--- src/rtl/id_decode_queue.sv ---
// ID-stage instruction queue: DEPTH-entry FIFO behind a registered main-decoder output stage.
// Optional feature macro: DEC_COP0_EN enables eret/mtc0/mfc0 decode of COP0 (op 010000).
module id_decode_queue #(
  parameter int unsigned DEPTH = 4,
  parameter int unsigned PC_W  = 32
) (
  input  logic                             clk,
  input  logic                             resetn,
  input  logic                             flush,
  input  logic                             in_valid,
  output logic                             in_ready,
  input  logic [31:0]                      in_instr,
  input  logic [PC_W-1:0]                  in_pc,
  output logic                             out_valid,
  input  logic                             out_ready,
  output logic [31:0]                      out_instr,
  output logic [PC_W-1:0]                  out_pc,
  output logic [15:0]                      out_ctrl,
  output logic [$clog2(DEPTH+2)-1:0]       occupancy
);

  localparam int unsigned PTR_W = $clog2(DEPTH);
  localparam int unsigned OCC_W = $clog2(DEPTH + 2);

  typedef struct packed {
    logic [PC_W-1:0] pc;
    logic [31:0]     instr;
  } entry_t;

  entry_t             mem [DEPTH];
  logic [PTR_W-1:0]   wr_ptr;
  logic [PTR_W-1:0]   rd_ptr;
  logic [OCC_W-1:0]   count;
  logic [OCC_W-1:0]   count_nxt;

  logic   fifo_empty;
  logic   fifo_full;
  logic   push;
  logic   pop;
  logic   load;
  logic   from_fifo;
  logic   bypass;
  logic   fifo_wr;
  logic   valid_nxt;
  entry_t src;

  // Control word order: regwrite,regdst,alusrc,branch,memtoreg,jump,jal,jr,
  // bal,hilo_en,brk,syscall,reserve,eret,mtc0_we,mfc0
  function automatic logic [15:0] decode(input logic [31:0] instr);
    logic [5:0]  op;
    logic [4:0]  rs;
    logic [4:0]  rt;
    logic [5:0]  fn;
    logic [15:0] ctrl;
    op   = instr[31:26];
    rs   = instr[25:21];
    rt   = instr[20:16];
    fn   = instr[5:0];
    ctrl = 16'h0008;
    case (op)
      6'h08, 6'h09, 6'h0A, 6'h0B,
      6'h0C, 6'h0D, 6'h0E, 6'h0F: ctrl = 16'hA000;
      6'h20, 6'h21, 6'h23,
      6'h24, 6'h25:               ctrl = 16'hA800;
      6'h28, 6'h29, 6'h2B:        ctrl = 16'h2000;
      6'h02:                      ctrl = 16'h0400;
      6'h03:                      ctrl = 16'h8200;
      6'h04, 6'h05, 6'h06, 6'h07: ctrl = 16'h1000;
      6'h01: begin
        case (rt)
          5'h00, 5'h01: ctrl = 16'h1000;
          5'h10, 5'h11: ctrl = 16'h9080;
          default:      ctrl = 16'h0008;
        endcase
      end
      6'h00: begin
        case (fn)
          6'h10, 6'h12:               ctrl = 16'hC000;
          6'h11, 6'h13, 6'h18,
          6'h19, 6'h1A, 6'h1B:        ctrl = 16'h0040;
          6'h08:                      ctrl = 16'h0100;
          6'h09:                      ctrl = 16'hC100;
          6'h0C:                      ctrl = 16'h0010;
          6'h0D:                      ctrl = 16'h0020;
          6'h20, 6'h21, 6'h22, 6'h23,
          6'h24, 6'h25, 6'h26, 6'h27,
          6'h2A, 6'h2B, 6'h00, 6'h02,
          6'h03, 6'h04, 6'h06, 6'h07: ctrl = 16'hC000;
          default:                    ctrl = 16'h0008;
        endcase
      end
`ifdef DEC_COP0_EN
      6'h10: begin
        if (instr == 32'h4200_0018)                     ctrl = 16'h0004;
        else if (rs == 5'b00100 && instr[10:3] == 8'h0) ctrl = 16'h0002;
        else if (rs == 5'b00000 && instr[10:3] == 8'h0) ctrl = 16'h8001;
        else                                            ctrl = 16'h0008;
      end
`else
      6'h10: ctrl = (rs == rs) ? 16'h0008 : 16'h0008;
`endif
      default: ctrl = 16'h0008;
    endcase
    return ctrl;
  endfunction

  assign fifo_empty = (count == '0);
  assign fifo_full  = (count == OCC_W'(DEPTH));
  assign in_ready   = resetn & ~fifo_full;
  assign push       = in_valid & in_ready;
  assign pop        = out_valid & out_ready;
  assign load       = ~out_valid | pop;
  assign from_fifo  = load & ~fifo_empty;
  // A push into an empty queue goes straight to the output register
  assign bypass     = load & fifo_empty & push;
  assign fifo_wr    = push & ~bypass;
  assign valid_nxt  = from_fifo | bypass | (out_valid & ~out_ready);
  assign count_nxt  = count + OCC_W'(fifo_wr) - OCC_W'(from_fifo);

  always_comb begin
    src = '0;
    if (from_fifo) src = mem[rd_ptr];
    else           src = '{pc: in_pc, instr: in_instr};
  end

  // Storage array needs no reset; pointers and count define validity
  always_ff @(posedge clk) begin
    if (fifo_wr && !flush) mem[wr_ptr] <= '{pc: in_pc, instr: in_instr};
  end

  always_ff @(posedge clk or negedge resetn) begin
    if (!resetn) begin
      wr_ptr    <= '0;
      rd_ptr    <= '0;
      count     <= '0;
      out_valid <= 1'b0;
      out_instr <= '0;
      out_pc    <= '0;
      out_ctrl  <= '0;
      occupancy <= '0;
    end else if (flush) begin
      wr_ptr    <= '0;
      rd_ptr    <= '0;
      count     <= '0;
      out_valid <= 1'b0;
      out_ctrl  <= '0;
      occupancy <= '0;
    end else begin
      if (fifo_wr)   wr_ptr <= wr_ptr + PTR_W'(1);
      if (from_fifo) rd_ptr <= rd_ptr + PTR_W'(1);
      count     <= count_nxt;
      out_valid <= valid_nxt;
      occupancy <= count_nxt + OCC_W'(valid_nxt);
      if (from_fifo || bypass) begin
        out_instr <= src.instr;
        out_pc    <= src.pc;
        out_ctrl  <= decode(src.instr);
      end else if (load) begin
        out_ctrl  <= '0;
      end
    end
  end

endmodule

--- config.mk ---
export PLATFORM = sky130hd
export DESIGN_NAME = id_decode_queue
export DESIGN_NICKNAME = d
export VERILOG_FILES = /design/src/rtl/id_decode_queue.sv
export SDC_FILE = /design/constraint.sdc
export NUM_CORES = 1
export LEC_CHECK = 0
export CAP_MARGIN = 20
export CELL_PAD_IN_SITES_DETAIL_PLACEMENT = 0
export CELL_PAD_IN_SITES_GLOBAL_PLACEMENT = 1
export CORE_MARGIN = 1.5
export CORE_UTILIZATION = 48
export CTS_BUF_LIST = sky130_fd_sc_hd__clkbuf_4 sky130_fd_sc_hd__clkbuf_8 sky130_fd_sc_hd__clkbuf_16
export CTS_CLUSTER_SIZE = 30
export DETAILED_ROUTE_END_ITERATION = 7
export DONT_BUFFER_PORTS = 1
export PLACE_DENSITY = 0.74
export SLEW_MARGIN = 20
export SYNTH_ARGS = -nofsm -noshare
export SYNTH_HDL_FRONTEND = slang
export SYNTH_SLANG_ARGS = --single-unit
--- constraint.sdc ---
create_clock -name clk -period 2.85 [get_ports clk]
set_input_delay 0.855 -clock clk [delete_from_list [all_inputs] [get_ports clk]]
set_output_delay 0.855 -clock clk [all_outputs]
set_load 0.01 [all_outputs]
==> results of run 1 <==
-- area by class of cell --
class                           instances  area share (%)
Clock buffer                           53            6.89
Clock inverter                         12           0.394
Inverter                                8           0.209
Multi-Input combinational cell        447            23.0
Sequential cell                       344            63.7
Tap cell                              378            3.04
Timing Repair Buffer                   39            2.77
-- where the power goes --
part / leakage (nW) / switching (mW) / internal [mW] / total, mW
Sequential: 3.34 / 0.713 / 6.03 / 6.74
Clock: 0.572 / 1.78 / 2.61 / 4.39
Combinational: 1.46 / 2.18 / 1.72 / 3.90
-- path summary, 6_finish.rpt --
check	startpoint	endpoint	slack [ps]	depth (start not counted)
setup reg to reg	rd_ptr[0]	out_ctrl[15]	170	8
max in group asynchronous	resetn	out_pc[19]	2660	0
hold / removal	resetn	occupancy[2]	50	0
hold reg to reg	out_ctrl[13]	out_ctrl[13]	540	2
setup / recovery	rd_ptr[0]	out_ctrl[15]	170	8
min in group clk	flush	occupancy[1]	420	1
-- registers in the layout (all words and copies together), names as in the netlist --
signal	flops
count	3
mem	256
occupancy	3
out_ctrl	13
out_instr	32
out_pc	32
out_valid	1
rd_ptr	2
wr_ptr	2
-- repair_timing --
| action | CTS | global route |
|---|---|---|
| gates resized for setup | 0 | 2 |
| setup endpoints to repair | 0 | 3 |
| setup buffers | 0 | 6 |
-- logic make-up after synthesis --
kind of cell | after synthesis | synth area share, %
muxes | 79 | 11.7
xor gates and xnor gates | 6 | 0.385
and+or+nand+nor | 245 | 7.85
buffers and inverters | 57 | 1.97
DFF | 344 | 72.4
AOI/OAI and AO/OA | 105 | 4.79
adders and majority gates | 9 | 0.879
other | 1 | 0.0274
-- worst max-delay path, delay by kind of cell (launching register included) --
family	cells	cell delay [ps]
buf+inv	1	150
mux	1	500
flops	1	490
simple gates	3	990
compound gates	3	470
-- Yosys cell counts, types with 2 or more instances --
cell type  number  area (µm²)
a21o_1          2        15.0
xnor2_1         3        26.3
mux2i_1         6        60.1
nand3_1         5        25.0
nor2_1         78         293
edfxtp_1      256        7690
dfrtp_1        88        2200
nand2b_1        4        25.0
mux2i_2         2        27.5
inv_1           7        26.3
nand4_1         3        18.8
clkbuf_1       27         101
a22oi_1         2        15.0
buf_6           4        45.0
nor2b_1         7        43.8
a31oi_1        54         338
o21ai_0        13        65.1
o21a_1          2        15.0
nand2_1       125         469
a211oi_1        5        37.5
buf_4           3        22.5
and2_1          5        31.3
o21ai_1         2        10.0
buf_2           9        45.0
or3_1           3        18.8
o31ai_1         2        15.0
a21oi_1        17        85.1
mux2_2          7        78.8
nor4b_1         2        17.5
mux4_2         63        1420
nor3_1          3        15.0
xor2_1          3        26.3
buf_1           6        22.5
ha_1            8         100
-- metal layers --
layer,global-route usage (%),vias to the layer above,wire (µm)
met5,0,-,0
met4,5.53,0,559
met3,5.36,49,2360
met2,33.1,260,14100
met1,26.1,3849,11500
li1,-,3271,-
==> flow_metrics.tcl, run 1 <==
set metrics [dict create \
    outcome "finished, final reports clean" \
    seq_area_frac_synth_pct 72.4 \
    cts_tree "built" \
    ios 154 \
    gr-usage-all-layers_pct 20.0 \
    dp_slack_ps 1.09 \
    hold_viol 0 \
    numPlacedInstances 1210 \
    ys_warn_count 0 \
    seq_area_um2 9900 \
    placed_cell_area_um2 14400 \
    antennaDiodeCount 0 \
    rsz0062_at_grt "false" \
    n_fill_cell 2216 \
    num_rows 61 \
    fin_crit_ps 2680 \
    synth-main-ff-cell "edfxtp_1" \
    cp-start-kind "register" \
    postLayoutCellArea_um2 15500 \
    grt_max_degree 92 \
    yosysUniqueCellTypes 54 \
    tightest_slew_ps 600 \
    io_buffers 0 \
    relSlewSlack_pct 59.4 \
    gp_congestion 0.821 \
    cts_buffers 37 \
    max_freq_mhz 374 \
    arrival_ps 3110 \
    setup_viol 0 \
    clockBufferDepth 3 \
    synth-edff-count 256 \
    drc 0 \
    grt_pass1_vias 7749 \
    end_kind "register" \
    clk_pin_slew_worst_paths_ps 60 \
    worst_slack_ps 175 \
    ir_drop_mv 0.580 \
    slowest_delay_ps 570 \
    antenna_found_initial 1 \
    critical_path_class "register to register" \
    die_w_um 172 \
    via_per_inst 5.80 \
    leakagePower_nw 5.38 \
    min_path_type "primary input to asynchronous set/reset pin" \
    via_count 7429 \
    layout_common_cells "256 x edfxtp_1, 125 x nand2_1, 86 x dfrtp_1" \
    initial_core_util_pct 48.9 \
    power_mw 15.0 \
    crit_chain "buf_4, mux4_2, or4b_1, a2111oi_2, a31oi_1, nor4b_2, or3_1, a221o_1" \
    hold_slack_ps 48.7 \
    ant_nets 0 \
    drive_above_1_share_pct 21.5 \
    cap_violations 0 \
    timing.final.crit_share_pct 93.9 \
    avgSynthCellArea_um2 16.1 \
    overflow 0 \
    final_cells 1281 \
    final_common_cell "edfxtp_1" \
    first_iter_violations 536 \
    dpl.hpwl_mm 17.9 \
    grt_pass1_wl_mm 44.5 \
    wl_mm 28.5 \
    wl_per_cell_um 22.2 \
    core_um2 27900 \
    clock-sinks 344 \
    cp_max_fo 10 \
    synth_seq_cells 344 \
    synth_cells 846 \
    async_flop_share_pct 25.6 \
    area_growth_pct 13.8 \
    clock_latency_ps 500 \
    slowest_stage "or4b_1" \
    final_max_slew_viol_count 0 \
    nets 955 \
    required_ps 3290 \
    fin_tns_setup_ps 0 \
    cts-root-buf "clkbuf_16" \
    fin_util_pct 55.7 \
    syn_area_um2 13700 \
    fin_skew_ps 17.1 \
    dieHeight_um 172 \
    postCtsHoldBufs 0 \
    h-tree-depth 2 \
    die-area_um2 29500 \
    pwr_density_cell_nw_per_um2 967 \
    multi_input_area_um2 3580 \
    first_pass_iters 5 \
]
(Power assumes the default switching activity.)
==> run 2, diff against run 1 <==
--- a/config.mk
+++ b/config.mk
@@ -5,16 +5,16 @@
 export SDC_FILE = /design/constraint.sdc
 export NUM_CORES = 1
 export LEC_CHECK = 0
+export ABC_AREA = 1
 export CAP_MARGIN = 20
 export CELL_PAD_IN_SITES_DETAIL_PLACEMENT = 0
 export CELL_PAD_IN_SITES_GLOBAL_PLACEMENT = 1
 export CORE_MARGIN = 1.5
-export CORE_UTILIZATION = 48
+export CORE_UTILIZATION = 41
 export CTS_BUF_LIST = sky130_fd_sc_hd__clkbuf_4 sky130_fd_sc_hd__clkbuf_8 sky130_fd_sc_hd__clkbuf_16
 export CTS_CLUSTER_SIZE = 30
 export DETAILED_ROUTE_END_ITERATION = 7
-export DONT_BUFFER_PORTS = 1
-export PLACE_DENSITY = 0.74
+export PLACE_DENSITY = 0.76
 export SLEW_MARGIN = 20
 export SYNTH_ARGS = -nofsm -noshare
 export SYNTH_HDL_FRONTEND = slang
==> run 2 against run 1 <==
Net effect:
- final area grew 16%
- sequential share of layout area shrank 8.6 points
- die area grew 22%
- clock skew grew 0.70 ps
- routed wire length grew 16%
- global-route usage shrank 1.1 points
- critical path depth grew 8
- synthesized cell count grew 54%
- critical path type is now primary input to register
- critical endpoint is now occupancy[2]
- largest power group is now combinational logic
==> flow_metrics.tcl, run 2 <==
set metrics [dict create \
    num_rows 68 \
    clock-sinks 344 \
    synth_cells 1299 \
    synth_seq_cells 344 \
    outcome "finished, final reports clean" \
    antenna_found_initial 3 \
    relSlewSlack_pct 56.1 \
    tightest_slew_ps 659 \
    postCtsHoldBufs 0 \
    wl_mm 33.1 \
    reg_top3 "mem (256), out_instr (32), out_pc (32)" \
    top_layer "met5" \
    final_common_cell "nand2_1" \
    n_fill_cell 3065 \
    overflow 0 \
    cts-root-buf "clkbuf_16" \
    gr-usage-all-layers_pct 18.9 \
    final_max_slew_viol_count 0 \
    dieHeight_um 190 \
    cts_tree "built" \
    nets 1560 \
    hold_slack_ps 480 \
    timing.final.crit_share_pct 96.6 \
    clk_pin_slew_worst_paths_ps 60 \
    slowest_delay_ps 520 \
    grt_pass1_vias 9784 \
    cp_max_fo 2 \
    synth_area_leaders "edfxtp_1 54%, dfrtp_1 15%, nand2_1 7.5%, nor2_1 4.9%, o21ai_0 4.0%" \
    setup_viol 0 \
    numPlacedInstances 1897 \
    syn_area_um2 14300 \
    dpl.hpwl_mm 20.2 \
    postLayoutCellArea_um2 18000 \
    die-area_um2 36000 \
    core_um2 34500 \
    crit_family "adder cells" \
    crit_chain "clkdlybuf4s50_1, nor2_4, inv_2, nand3_2, inv_2, nor2_4, inv_1, ha_1, inv_1, ha_1, inv_1, fa_1, inv_1, ha_1, xor2_1, nor2_1" \
    first_pass_iters 5 \
    yosysUniqueCellTypes 34 \
    synth_area_leader_cell "edfxtp_1" \
    regMostFlops "mem" \
    r2r_slack_ps 290 \
    die_w_um 190 \
    ios 154 \
    fin_crit_ps 2750 \
    max_freq_mhz 363 \
    fin_skew_ps 17.8 \
    synth-edff-count 256 \
    r2r-end "occupancy[2]" \
    io_buffers 150 \
    critical_path.most_common_cell "inv_1" \
    path_depth 16 \
    pwr_density_cell_nw_per_um2 997 \
    wl_met3_mm 1.73 \
    min_path_type "register to register" \
    wl_per_cell_um 16.8 \
    synth-main-ff-cell "edfxtp_1" \
    cap_violations 0 \
    worst-path-buf-inv 7 \
    via_per_inst 5.02 \
    final_cells 1967 \
    clockBufferDepth 3 \
    reg2reg_depth 14 \
    dr_wl_met2_mm 16.0 \
    async_flop_share_pct 25.6 \
    critical_path_class "primary input to register" \
    ant_nets 0 \
    cp-start-kind "primary input" \
    cts_buffers 37 \
    clock_latency_ps 530 \
    crit_path_end "occupancy[2]" \
    end_kind "register" \
    drive_above_1_share_pct 11.6 \
    avgSynthCellArea_um2 11.0 \
    ys_warn_count 0 \
    synthTopCellsByCount "285 x nand2_1, 256 x edfxtp_1, 186 x nor2_1, 114 x o21ai_0, 89 x inv_1" \
    largest_reg_flops 256 \
    layout_common_cells "283 x nand2_1, 256 x edfxtp_1, 181 x nor2_1" \
    slowest_stage "fa_1" \
    ir_drop_mv 0.507 \
    leakagePower_nw 7.02 \
    arrival_ps 3170 \
    synth.most_common_cell "nand2_1" \
    initial_core_util_pct 41.4 \
    startpoint "out_ready" \
    seq_area_frac_synth_pct 69.2 \
    hold_viol 0 \
    timing.rr.start "count[1]" \
    grt_max_degree 130 \
    required_ps 3260 \
    drt-met1-wl_mm 14.6 \
    first_iter_violations 649 \
    placed_cell_area_um2 16700 \
    rsz0062_at_grt "false" \
    fin_util_pct 52.2 \
    grt_pass1_wl_mm 53.3 \
    drc 0 \
    synth_top_area_share_pct 53.8 \
    fin_tns_setup_ps 0 \
    h-tree-depth 2 \
    via_count 9871 \
    gp_congestion 0.798 \
    area_growth_pct 25.9 \
]
==> run 2: kinds of logic (layout without fill, tap and decap cells) <==
group                    after synthesis  after routing  share of synthesized area [%]
AND/OR/NAND/NOR                      536            536                           15.0
flip-flops                           344            344                           69.2
other                                  1              5                         0.0263
adder cells (fa/ha/maj)                9              9                          0.841
XOR/XNOR                               3              3                          0.184
buffers and inverters                169            378                           5.20
AO/OA/AOI/OAI                        237            237                           9.52
==> run 2: layout make-up <==
class	count	area (µm²)	area share, %
flip-flops and latches	344	9890	55.0
multi-input cells	788	3720	20.7
repair buffers	217	2150	12.0
clock buffers	55	1110	6.18
well taps	455	569	3.17
inverters	94	358	1.99
clock inverters	12	164	0.912
diodes	2	5.00	0.0278
==> run 2: how the worst min path moves through the flow <==
stage                       startpoint      endpoint  cells past startpoint
after detailed placement  out_ctrl[12]  out_ctrl[12]                      2
after global routing      out_instr[4]  out_instr[4]                      2
after floorplan              wr_ptr[1]     wr_ptr[1]                      2
after CTS                 out_ctrl[12]  out_ctrl[12]                      2
final                     out_instr[2]  out_instr[2]                      2
after global placement    out_instr[3]  out_instr[3]                      2
==> run 2: layer usage <==
| metal | GRT usage, % | vias up |
|---|---|---|
| met4 | 5.22 | 2 |
| li1 | - | 4812 |
| met5 | 0 | - |
| met3 | 3.27 | 44 |
| met1 | 24.9 | 4773 |
| met2 | 32.3 | 240 |
==> run 2: worst register-to-register path: cells and delay by family, from the launching register on <==
kind	cells	cell delay (ps)
compound gates	1	160
fa+ha+maj	4	1100
buf+inv	4	200
xor+xnor	1	150
simple gates	4	370
flops	1	460
==> run 2: per-stage QoR <==
step,power [mW],worst slack (ps)
3_5_place_dp,13.2,-482
6_report,17.9,96.4
3_3_place_gp,13.1,-426
5_1_grt,19.2,15.2
2_1_floorplan,10.4,-14.0
4_1_cts,18.1,68.7
==> run 2: power breakdown <==
| group | internal [mW] | total, mW | leakage (nW) | switching (mW) |
|---|---|---|---|---|
| sequential | 6.04 | 6.42 | 3.36 | 0.371 |
| clock | 2.99 | 4.90 | 0.640 | 1.91 |
| combinational | 2.72 | 6.61 | 3.02 | 3.89 |
==> run 2: what timing repair did <==
action / CTS / global route
resized for setup: 0 / 1
endpoints found under the setup margin: 0 / 1
buffers inserted: 0 / 1
hold endpoints to repair: 0 / 0
